--- src/rtl/ahb5_lite_interconnect.sv ---
// ---------------------------------------------------------------------------
// ahb5_lite_interconnect
//
// Single-master, multi-slave AHB5-Lite interconnect. Decodes the master
// address into one of NUM_SLAVES equally sized regions starting at
// BASE_ADDR. Non-secure accesses to secure-only regions are blocked. Holds
// the data-phase selection in a register and multiplexes the selected
// slave's response back to the master. Unmapped addresses and secure
// violations are routed to a built-in default slave, which answers with a
// two-cycle ERROR response. A saturating error counter and the last errored
// address are kept for debug.
//
// Ports
//   hclk, hresetn     clock, asynchronous active-low reset
//   m_haddr           master address (address phase)
//   m_htrans          master transfer type
//   m_hnonsec         1 = non-secure transfer
//   m_hrdata          muxed read data to the master
//   m_hready          system HREADY (also fed to the slaves as s_hready)
//   m_hresp           muxed response, 1 = ERROR
//   s_hsel            one-hot slave select (combinational decode)
//   s_hready          HREADY to all slaves
//   s_hrdata          packed slave read data, slave i at [i*DW +: DW]
//   s_hreadyout       per-slave HREADYOUT
//   s_hresp           per-slave HRESP
//   err_clr           pulse, clears err_count
//   err_count         saturating count of default-slave ERROR responses
//   err_addr          address of the most recent errored transfer
// ---------------------------------------------------------------------------
module ahb5_lite_interconnect #(
  parameter int                     ADDR_WIDTH   = 32,
  parameter int                     DATA_WIDTH   = 32,
  parameter int                     NUM_SLAVES   = 4,
  parameter logic [ADDR_WIDTH-1:0]  BASE_ADDR    = '0,
  parameter int                     REGION_SHIFT = 16,
  parameter logic [NUM_SLAVES-1:0]  SEC_MASK     = '0
) (
  input  logic                             hclk,
  input  logic                             hresetn,
  input  logic [ADDR_WIDTH-1:0]            m_haddr,
  input  logic [1:0]                       m_htrans,
  input  logic                             m_hnonsec,
  output logic [DATA_WIDTH-1:0]            m_hrdata,
  output logic                             m_hready,
  output logic                             m_hresp,
  output logic [NUM_SLAVES-1:0]            s_hsel,
  output logic                             s_hready,
  input  logic [NUM_SLAVES*DATA_WIDTH-1:0] s_hrdata,
  input  logic [NUM_SLAVES-1:0]            s_hreadyout,
  input  logic [NUM_SLAVES-1:0]            s_hresp,
  input  logic                             err_clr,
  output logic [7:0]                       err_count,
  output logic [ADDR_WIDTH-1:0]            err_addr
);

  localparam int IDX_W = (NUM_SLAVES > 1) ? $clog2(NUM_SLAVES) : 1;
  localparam logic [ADDR_WIDTH-1:0] BASE_REGION = BASE_ADDR >> REGION_SHIFT;

  localparam logic [1:0] HTRANS_NONSEQ = 2'b10;
  localparam logic [1:0] HTRANS_SEQ    = 2'b11;

  typedef enum logic [1:0] {
    DSEL_NONE,
    DSEL_DEFAULT,
    DSEL_SLAVE
  } dsel_kind_t;

  typedef enum logic [1:0] {
    DS_IDLE,
    DS_ERR1,
    DS_ERR2
  } ds_state_t;

  // -------------------------------------------------------------------------
  // Address-phase decode
  // -------------------------------------------------------------------------
  logic [ADDR_WIDTH-1:0] region_idx;
  logic                  addr_mapped;
  logic [NUM_SLAVES-1:0] hit;
  logic                  default_sel;
  logic [IDX_W-1:0]      hit_idx;
  logic                  active_trans;

  // Region index computed modulo 2^ADDR_WIDTH; addresses below the base wrap
  // to large values, but are also rejected explicitly by the compare.
  assign region_idx  = (m_haddr >> REGION_SHIFT) - BASE_REGION;
  assign addr_mapped = (m_haddr >= BASE_ADDR) &&
                       (region_idx < ADDR_WIDTH'(NUM_SLAVES));

  generate
    for (genvar gi = 0; gi < NUM_SLAVES; gi++) begin : g_decode
      assign hit[gi] = addr_mapped &&
                       (region_idx == ADDR_WIDTH'(gi)) &&
                       !(SEC_MASK[gi] && m_hnonsec);
    end
  endgenerate

  assign s_hsel       = hit;
  assign default_sel  = ~|hit;
  assign active_trans = (m_htrans == HTRANS_NONSEQ) || (m_htrans == HTRANS_SEQ);

  always_comb begin
    hit_idx = '0;
    for (int i = 0; i < NUM_SLAVES; i++) begin
      if (hit[i]) begin
        hit_idx = IDX_W'(i);
      end
    end
  end

  // -------------------------------------------------------------------------
  // Data-phase select register
  // -------------------------------------------------------------------------
  dsel_kind_t       dsel_kind_reg, dsel_kind_next;
  logic [IDX_W-1:0] dsel_idx_reg, dsel_idx_next;

  always_comb begin
    dsel_kind_next = dsel_kind_reg;
    dsel_idx_next  = dsel_idx_reg;
    if (m_hready) begin
      if (!default_sel) begin
        dsel_kind_next = DSEL_SLAVE;
        dsel_idx_next  = hit_idx;
      end else if (active_trans) begin
        dsel_kind_next = DSEL_DEFAULT;
      end else begin
        // IDLE/BUSY to nowhere: no slave owns the data phase, answer OKAY.
        dsel_kind_next = DSEL_NONE;
      end
    end
  end

  always_ff @(posedge hclk or negedge hresetn) begin
    if (!hresetn) begin
      dsel_kind_reg <= DSEL_NONE;
      dsel_idx_reg  <= '0;
    end else begin
      dsel_kind_reg <= dsel_kind_next;
      dsel_idx_reg  <= dsel_idx_next;
    end
  end

  // -------------------------------------------------------------------------
  // Default-slave FSM
  // -------------------------------------------------------------------------
  ds_state_t ds_state_reg, ds_state_next;
  logic      ds_enter;
  logic      err_entry;

  assign ds_enter = m_hready && default_sel && active_trans;

  always_comb begin
    ds_state_next = ds_state_reg;
    case (ds_state_reg)
      DS_IDLE: if (ds_enter) ds_state_next = DS_ERR1;
      DS_ERR1: ds_state_next = DS_ERR2;
      DS_ERR2: ds_state_next = ds_enter ? DS_ERR1 : DS_IDLE;
      default: ds_state_next = DS_IDLE;
    endcase
  end

  always_ff @(posedge hclk or negedge hresetn) begin
    if (!hresetn) begin
      ds_state_reg <= DS_IDLE;
    end else begin
      ds_state_reg <= ds_state_next;
    end
  end

  assign err_entry = (ds_state_next == DS_ERR1) && (ds_state_reg != DS_ERR1);

  // -------------------------------------------------------------------------
  // Response multiplexer
  // -------------------------------------------------------------------------
  logic [DATA_WIDTH-1:0] s_rdata_arr [NUM_SLAVES];

  generate
    for (genvar gi = 0; gi < NUM_SLAVES; gi++) begin : g_rdata
      assign s_rdata_arr[gi] = s_hrdata[gi*DATA_WIDTH +: DATA_WIDTH];
    end
  endgenerate

  always_comb begin
    m_hready = 1'b1;
    m_hresp  = 1'b0;
    m_hrdata = '0;
    case (dsel_kind_reg)
      DSEL_SLAVE: begin
        for (int i = 0; i < NUM_SLAVES; i++) begin
          if (dsel_idx_reg == IDX_W'(i)) begin
            m_hready = s_hreadyout[i];
            m_hresp  = s_hresp[i];
            m_hrdata = s_rdata_arr[i];
          end
        end
      end
      DSEL_DEFAULT: begin
        // First error cycle stalls, second completes; both flag ERROR.
        m_hready = (ds_state_reg != DS_ERR1);
        m_hresp  = (ds_state_reg != DS_IDLE);
      end
      default: begin
        m_hready = 1'b1;
        m_hresp  = 1'b0;
      end
    endcase
  end

  assign s_hready = m_hready;

  // -------------------------------------------------------------------------
  // Error logging
  // -------------------------------------------------------------------------
  logic [7:0]            err_count_reg, err_count_next;
  logic [ADDR_WIDTH-1:0] err_addr_reg, err_addr_next;

  always_comb begin
    err_count_next = err_count_reg;
    err_addr_next  = err_addr_reg;
    if (err_entry) begin
      err_addr_next = m_haddr;
      if (err_clr) begin
        // The clear and the new error land together: count only the new one.
        err_count_next = 8'd1;
      end else if (err_count_reg != 8'hFF) begin
        err_count_next = err_count_reg + 8'd1;
      end
    end else if (err_clr) begin
      err_count_next = 8'd0;
    end
  end

  always_ff @(posedge hclk or negedge hresetn) begin
    if (!hresetn) begin
      err_count_reg <= 8'd0;
      err_addr_reg  <= '0;
    end else begin
      err_count_reg <= err_count_next;
      err_addr_reg  <= err_addr_next;
    end
  end

  assign err_count = err_count_reg;
  assign err_addr  = err_addr_reg;

endmodule

--- config.mk ---
export PLATFORM = sky130hd
export DESIGN_NAME = ahb5_lite_interconnect
export DESIGN_NICKNAME = d
export VERILOG_FILES = /design/src/rtl/ahb5_lite_interconnect.sv
export SDC_FILE = /design/constraint.sdc
export NUM_CORES = 1
export LEC_CHECK = 0
export CAP_MARGIN = 20
export CORE_MARGIN = 4
export CORE_UTILIZATION = 30
export DETAILED_ROUTE_END_ITERATION = 8
export PLACE_DENSITY = 0.76
export SLEW_MARGIN = 20
export SYNTH_ARGS = -nofsm -noshare
export SYNTH_HDL_FRONTEND = slang
export SYNTH_SLANG_ARGS = --single-unit
--- constraint.sdc ---
create_clock -name hclk -period 2.25 [get_ports hclk]
set_input_delay 0.45 -clock hclk [delete_from_list [all_inputs] [get_ports hclk]]
set_output_delay 0.45 -clock hclk [all_outputs]
set_load 0.01 [all_outputs]
## After elaboration in Yosys (flattened, before gate mapping)

Index checks and enable logic that the tools add are counted.

- Magnitude comparators: 2
- Multiplexer cells: 27
- Equal/unequal tests: 15
- Reduce and logical (&&, ||, !) cells: 19
- Add/sub/neg operators: 1

Operator list:

| operator | count |
|---|---|
| 2-to-1 mux 32 bit | 5 |
| equality test 16 x 2 -> 1 bit, second input constant | 2 |
| greater-or-equal comparator 32 x 1 -> 1 bit, second input constant | 1 |
| logical NOT 32 bit | 1 |
| 2-to-1 mux 8 bit | 4 |
| equality test 16 x 1 -> 1 bit, second input constant | 1 |
| < comparator 16 x 3 -> 1 bit, second input constant | 1 |
| equality test 2 bit, second input constant | 6 |
| 2-to-1 mux 1 bit | 11 |
| adder 8 x 1 -> 8 bit, second input constant | 1 |
| equality test 2 x 1 -> 1 bit, second input constant | 4 |
| logical AND 1 bit | 8 |
| 2-to-1 mux 2 bit | 4 |
| inequality test 8 bit, second input constant | 1 |
| one-hot mux 2 bit (3 select lines) | 1 |
| nonzero test 2 bit | 3 |
| logical NOT 2 bit | 2 |
| one-hot mux 1 bit (2 select lines) | 2 |
| AND reduction 2 bit | 2 |
| OR reduction 4 bit | 1 |
| inequality test 2 x 1 -> 1 bit, second input constant | 1 |
| logical NOT 1 bit | 1 |
| logical OR 1 bit | 1 |

- Input bits: 174
- Flip-flop bits (word level): 46

## Depth between registers and ports, before layout

Gate-level depths: netlist of the first run.

- Word-level depth: 14
- Mapped depth: 9
- Depth with buffers taken out: 7

## Worst setup path after synthesis of the first run

Ideal clock, no wire load.

- Path type: register -> register
- Start: reg err_count_reg[0] (netlist: err_count[0])
- End: reg err_count_reg[3] (netlist: err_count[3])
- Slack: 274 ps
- Setup time: 78 ps
- Path buffers: 1
- Stages on the path, launching flop included: 8
- Data required time: 2172 ps
- Period minus slack after synthesis: 1976 ps
- Data arrival time: 1898 ps
- Cell sequence: dfrtp_1 -> ha_1 -> nand4_1 -> nor3_1 -> or2_2 -> clkbuf_1 -> or4_1 -> a21oi_1

- Cells in the longest elaborated chain, start to end: 4

Ends and longest elaborated chain:

| element | line | text |
|---|---|---|
| start: declaration | 214 | `logic [7:0] err_count_reg, err_count_next;` |
| start signal: assignment | 238 | `err_count_reg <= err_count_next;` |
| adder 8 x 1 -> 8 bit | 226 | `err_count_next = err_count_reg + 8'd1;` |
| 2-to-1 mux 8 bit | 225 | `end else if (err_count_reg != 8'hFF) begin` |
| 2-to-1 mux 8 bit | 222 | `if (err_clr) begin` |
| 2-to-1 mux 8 bit | 220 | `if (err_entry) begin` |

Parallel ways exist; a longest one is shown, timed or not. The select of a mux whose other input is x is not followed.
A chain may end at the register's enable or synchronous reset.

## Worst setup path in the final report of the first run

- Start: in m_haddr[23]
- End: out s_hsel[2]

- Cells in the longest elaborated chain, start to end: 3

Ends and longest elaborated chain:

| element | line | text |
|---|---|---|
| start: declaration | 40 | `input logic [ADDR_WIDTH-1:0] m_haddr,` |
| greater-or-equal comparator 32 x 1 -> 1 bit or < comparator 16 x 3 -> 1 bit (tied branches) | 87, 88 |  |
| logical AND 1 bit | 87 | `assign addr_mapped = (m_haddr >= BASE_ADDR) &&` |
| logical AND 1 bit (*) | 92 | `assign hit[gi] = addr_mapped &&` |
| end: declaration | 46 | `output logic [NUM_SLAVES-1:0] s_hsel,` |

Every way passes the cells marked *; elsewhere a longest branch is shown, timed or not.

==> results of run 1 <==
[power breakdown]
part / internal [W] / switching [W]
sequential: 0.00116 / 0.000201
clock: 0.000248 / 0.000262
combinational: 0.00140 / 0.000754
[layout make-up]
cell class	instances	area, sq um	share of cell area
clock buffers	7	86.3	0.0141
clock inverters	1	5.00	0.000817
inverters	6	22.5	0.00367
well taps	136	170	0.0278
repair buffers	280	2750	0.449
flip-flops and latches	46	1150	0.188
multi-input cells	167	1940	0.316
[logic make-up (layout without fill, tap and decap cells)]
logic type,count (synthesis),count (layout),share of synthesized area
simple gates,71,71,0.142
mux,70,70,0.385
flops,46,46,0.364
buf+inv,25,294,0.0448
compound gates,23,23,0.0515
fa+ha+maj,3,3,0.0119
[cells in the final DEF (no fill, tap or decap), types with 4 or more instances in the layout]
master           instances
buf_12                   7
nand3_1                  5
buf_6                   10
inv_1                    6
o21ai_0                  4
or4_1                    4
a21oi_1                  9
mux2_2                  19
nor2_1                   4
o31ai_1                  4
dlygate4sd2_1            7
buf_2                   30
clkdlybuf4s50_1        201
and2_4                  13
mux2_4                  16
nand2_1                  6
buf_4                   19
dfrtp_1                 45
mux4_2                  33
clkbuf_8                 6
buf_16                   4
and2_1                  19
[cells in the mapped netlist (4+ instances only)]
cell	count
inv_1	6
mux4_2	33
and2_1	32
a21oi_1	9
o31ai_1	4
mux2_4	16
o21ai_0	4
mux2_2	19
buf_2	5
nand2_1	6
clkbuf_1	8
nor2_1	4
nand3_1	5
buf_6	5
dfrtp_1	46
or4_1	4
[repair_timing]
item,CTS,global route
pin swaps,6,11
setup endpoints to repair,39,28
setup buffers,5,0
cloned,4,0
gates resized for setup,181,21
[routing by layer]
| metal | up-vias | wire length [um] | track usage |
|---|---|---|---|
| met3 | 8 | 943 | 0.0537 |
| met4 | 0 | 121 | 0.0328 |
| met1 | 1575 | 4880 | 0.239 |
| met5 | - | 0 | 0 |
| met2 | 156 | 6880 | 0.383 |
| li1 | 1436 | - | - |
[worst max path at each step]
| stage | from | to | cells after the start |
|---|---|---|---|
| floorplan | err_count[0] | err_count[3] | 7 |
| global placement | m_haddr[31] | s_hsel[2] | 7 |
| detailed placement | m_haddr[31] | s_hsel[3] | 6 |
| CTS | dsel_idx_reg[0] | m_hrdata[18] | 5 |
| global route | dsel_idx_reg[0] | m_hresp | 6 |
| finish | m_haddr[23] | s_hsel[2] | 6 |
[metrics by stage]
step	std cells	total power, W	TNS (ps)	setup WS [ps]	hold slack, ps
after floorplan	238	0.00231	0	274	154
after CTS	643	0.00408	-14.9	-9.00	124
after detailed placement	627	0.00354	-16920	-526	429
final	643	0.00403	0	9.85	116
after global placement	627	0.00349	-16940	-532	421
after global routing	643	0.00429	-351	-45.1	149
==> run summary, run 1 <==
GRT Residual Overflow: 0
Diode count: 0
Final period util: 0.996
Max IR drop VDD: 610 uV
Crit-path cells: clkdlybuf4s50_1, nor4_4, and4_4, nand2_1, nor2_1, buf_2
Port buffer count: 250
Final ANT Viol Nets: 0
Fraction of registers with async set/reset: 1.00
Row count: 37
Detailed-route wire length: 12,800 um
Global-route wire length before repair: 20,100 um
DRT iter0 DRCs: 186
Post-synth cell types: 36
Worst-Skew Late Latency: 290 ps
CTS Sinks: 46
Worst-margin pin slew: 502 ps
Die width: 111 um
Status: completed
Layout Skew: 7.50 ps
Cell count after synthesis: 238
Clk pin slew, worst setup/hold paths: 80 ps
Pin count of the biggest net entering global routing: 27
Design Area, Final: 0.00613 sq mm
CTS root buf: clkbuf_8
Layout cells sized above 1: 0.337
Vias in the first global route: 3,484
Hold-fix buffers, CTS: 0
Core Util, Final: 0.596
Layout area overhead: 94.0%
Router iterations before antenna repair: 4
Die area: 0.0122 sq mm
Area after DPL: 0.00595 sq mm
Reg2reg path depth: 8
Worst hold path type: in2async
LEAKAGE: 2.52 nW
Vias: 3,175
Net Count, Synth: 415
R2r setup slk: 90 ps
Crit-path leading delay family: simple AND/OR/NAND/NOR gates
Number of remaining DRC errors: 0
Die height: 111 um
Placer Congestion: 0.920
Initial antenna violation count: 0
RSZ-0062 raised after global routing: yes
WL/cell: 19.9 um
H-tree levels: 2
Setup crit end kind: output pin
Slew Viols, Final: 0
Maximum operating frequency: 446 MHz
Nets: 683
Post-synthesis sequential area ratio: 0.364
RR Endpoint: err_count[5]
Crit Path Class: in2out
Yosys top cell area share: 0.364
Crit-path slowest cell: clkdlybuf4s50_1
Synthesized area per cell: 13.3 sq um
WP data arrival: 1790 ps
Vias per Instance: 4.94
Yosys warning count: 0
GRT Total Usage: 0.205
CP max FO: 3
Inserted Clock Buffers: 5
Relative slew slack: 0.665
Cell taking the most area after synthesis: dfrtp_1
Post-DP HPWL: 10,300 um
Reg-to-reg startpoint: dsel_idx_reg[0]
I/O Pins: 253
CTS tree: yes
Pwr Density: 657 mW/mm^2
Critical path data required time: 1800 ps
Max_cap viols: 0
Max reg flops: 32
Final hold violations: 0
Fill cells: 884
Startpoint types: input pin
CORE AREA: 0.0103 sq mm
CP peak stage delay: 460 ps
Post-synth EDFFs: 0
#FFs+latches synth: 46
Setup violations, final: 0
Initial Utilization: 0.307
Syn Std Cell Area: 0.00316 sq mm
Clock buffer depth: 2
Synth area leaders: dfrtp_1 (36%), mux4_2 (24%), mux2_4 (7.6%), mux2_2 (6.8%), and2_1 (6.3%)
Fin crit period: 2240 ps
CP bufs+invs: 2
Synth Flop Type: dfrtp_1
Note: power is estimated with default switching activity, not from simulation.
==> run 2: changes to the inputs <==
--- a/config.mk
+++ b/config.mk
@@ -5,11 +5,9 @@
 export SDC_FILE = /design/constraint.sdc
 export NUM_CORES = 1
 export LEC_CHECK = 0
-export CAP_MARGIN = 20
-export CORE_MARGIN = 4
 export CORE_UTILIZATION = 30
 export DETAILED_ROUTE_END_ITERATION = 8
-export PLACE_DENSITY = 0.76
+export PLACE_DENSITY = 0.85
 export SLEW_MARGIN = 20
 export SYNTH_ARGS = -nofsm -noshare
 export SYNTH_HDL_FRONTEND = slang
==> run summary, run 2 (same netlist as run 1, synthesis figures left out) <==
Layout cells sized above 1: 0.354
Seq. cell area: 0.00115 sq mm
Layout Skew: 5.27 ps
I/O Pins: 253
Design Area, Final: 0.00618 sq mm
Post-DP HPWL: 9770 um
Hold Path Origin: ds_state_reg[1]
Crit-path slowest cell: mux4_2
Combinational power share: 0.535
Maximum operating frequency: 439 MHz
CTS root buf: clkbuf_8
GRT Total Usage: 0.226
Max IR drop VDD: 666 uV
Setup crit end kind: output pin
Vias per Instance: 4.94
LEAKAGE: 2.53 nW
Clk pin slew, worst setup/hold paths: 90 ps
CP peak stage delay: 500 ps
CP max FO: 5
Number of remaining DRC errors: 0
Pin count of the biggest net entering global routing: 25
Max_cap viols: 0
Worst hold path type: reg2reg
Nets: 688
WL/cell: 18.9 um
Sw frac: 0.307
Part of the power in registers: 0.339
Area of the multi-input gates: 0.00195 sq mm
RSZ-0062 raised after global routing: yes
Most frequent cells in the layout: clkdlybuf4s50_1 (200), dfrtp_1 (45), mux4_2 (33)
Crit Path Class: reg2out
Crit path from: dsel_idx_reg[0]
GRT met1 Usage: 0.237
Worst-margin pin slew: 404 ps
GR peak layer: met2
Max reg flops: 32
Grt met3 use: 0.0618
Pwr Density: 657 mW/mm^2
Placer Congestion: 0.938
Final ANT Viol Nets: 0
Met2 global-route usage: 0.420
CP most frequent cell: buf_6
Port buffer count: 250
Pint: 0.00282 W
WHS Endpoint: ds_state_reg[1]
Reg-to-reg startpoint: dsel_idx_reg[0]
Fill cells: 864
Violated checks: negative setup slack
RR Endpoint: err_addr[23]
Row count: 37
Inserted Clock Buffers: 5
DRT iter0 DRCs: 173
Die width: 105 um
Router iterations before antenna repair: 4
Global-route wire length before repair: 19,200 um
Worst Slack Setup Final: -26.3 ps
CTS Sinks: 46
H-tree levels: 2
Setup violations, final: 11
Initial antenna violation count: 2
Detailed-route wire length: 12,300 um
R2r setup slk: 140 ps
Worst Hold Depth: 1
GRT Residual Overflow: 0
Area after DPL: 0.00597 sq mm
Status: finished, violations left
Initial Utilization: 0.307
Worst-Skew Late Latency: 300 ps
Die area: 0.0109 sq mm
Pre-CTS WS: -551 ps
Critical path data required time: 1800 ps
Vias in the first global route: 3,636
Final period util: 1.01
Reg2reg path depth: 8
Layout area overhead: 95.7%
Final hold violations: 0
WP data arrival: 1830 ps
CTS tree: yes
Relative slew slack: 0.730
Die height: 105 um
Total net switching power: 0.00125 W
Clock buffer depth: 2
Clk pwr share: 0.125
Crit-path cells: buf_6, buf_16, mux4_2, and2_4, buf_6
Vias: 3,214
Most common library cell in the layout ignoring fill and taps: clkdlybuf4s50_1
CORE AREA: 0.0103 sq mm
Slew Viols, Final: 0
Setup TNS Final: -151 ps
Fin crit period: 2280 ps
Startpoint types: flip-flop
[run 2: cell count changes in the layout (fill, tap and decap cells not counted), moves of 2 or more]
cell	change
buf_12	-3
and2_1	-2
buf_6	+10
buf_2	-4
diode_2	+2
and2_4	+2
buf_16	-2
[run 2: cell type report]
type / instances / area share
tap: 136 / 0.0275
antenna: 2 / 0.000810
timing repair buffer: 285 / 0.451
clock buffer: 5 / 0.0111
inverter: 6 / 0.00364
sequential: 46 / 0.186
clock inverter: 3 / 0.00344
multi-input combinational: 167 / 0.316
[run 2: worst max-delay path: cells and delay by family, from the launching register on]
family / cells / cell delay [ps]
buffers and inverters: 3 / 400
flip-flops: 1 / 460
AND/OR/NAND/NOR: 1 / 150
multiplexers: 1 / 500
[run 2: worst max-delay path by stage]
stage / endpoint / cells past startpoint
final: m_hrdata[0] / 5
after global routing: m_hrdata[24] / 5
after CTS: m_hrdata[15] / 6
after detailed placement: s_hsel[3] / 6
after global placement: s_hsel[3] / 6
after floorplan: err_count[3] / 7
[run 2: stage by stage]
stage | hold slack [ps] | util | instances | total power (W)
2_1_floorplan | 154 | - | 238 | 0.00231
5_1_grt | 474 | 0.602 | 650 | 0.00430
4_1_cts | 447 | 0.600 | 650 | 0.00406
6_report | 445 | 0.602 | 650 | 0.00406
3_5_place_dp | 278 | 0.581 | 631 | 0.00353
3_3_place_gp | 277 | 0.581 | 631 | 0.00348
[run 2: timing repair]
item                                   4_1_cts  5_1_grt
hold buffers                                 1        0
setup endpoints to repair                   39       41
endpoints found under the hold margin        4        0
gates cloned                                 3        1
pin swaps                                   31       11
resized for setup                          205       16
buffers inserted                             8        2
[run 2: metal layers]
layer / vias up / part of all wire
met5: - / 0
met4: 0 / 0.032
met3: 27 / 0.075
met2: 174 / 0.53
met1: 1558 / 0.36
li1: 1455 / -
[run 2: power by group through the flow]
stage	Combinational (W)	Sequential [W]	Clock, W
floorplan	0.000816	0.00150	0
global placement	0.00211	0.00137	0
detailed placement	0.00215	0.00138	0
CTS	0.00215	0.00138	0.000531
global route	0.00232	0.00142	0.000562
finish	0.00218	0.00138	0.000509
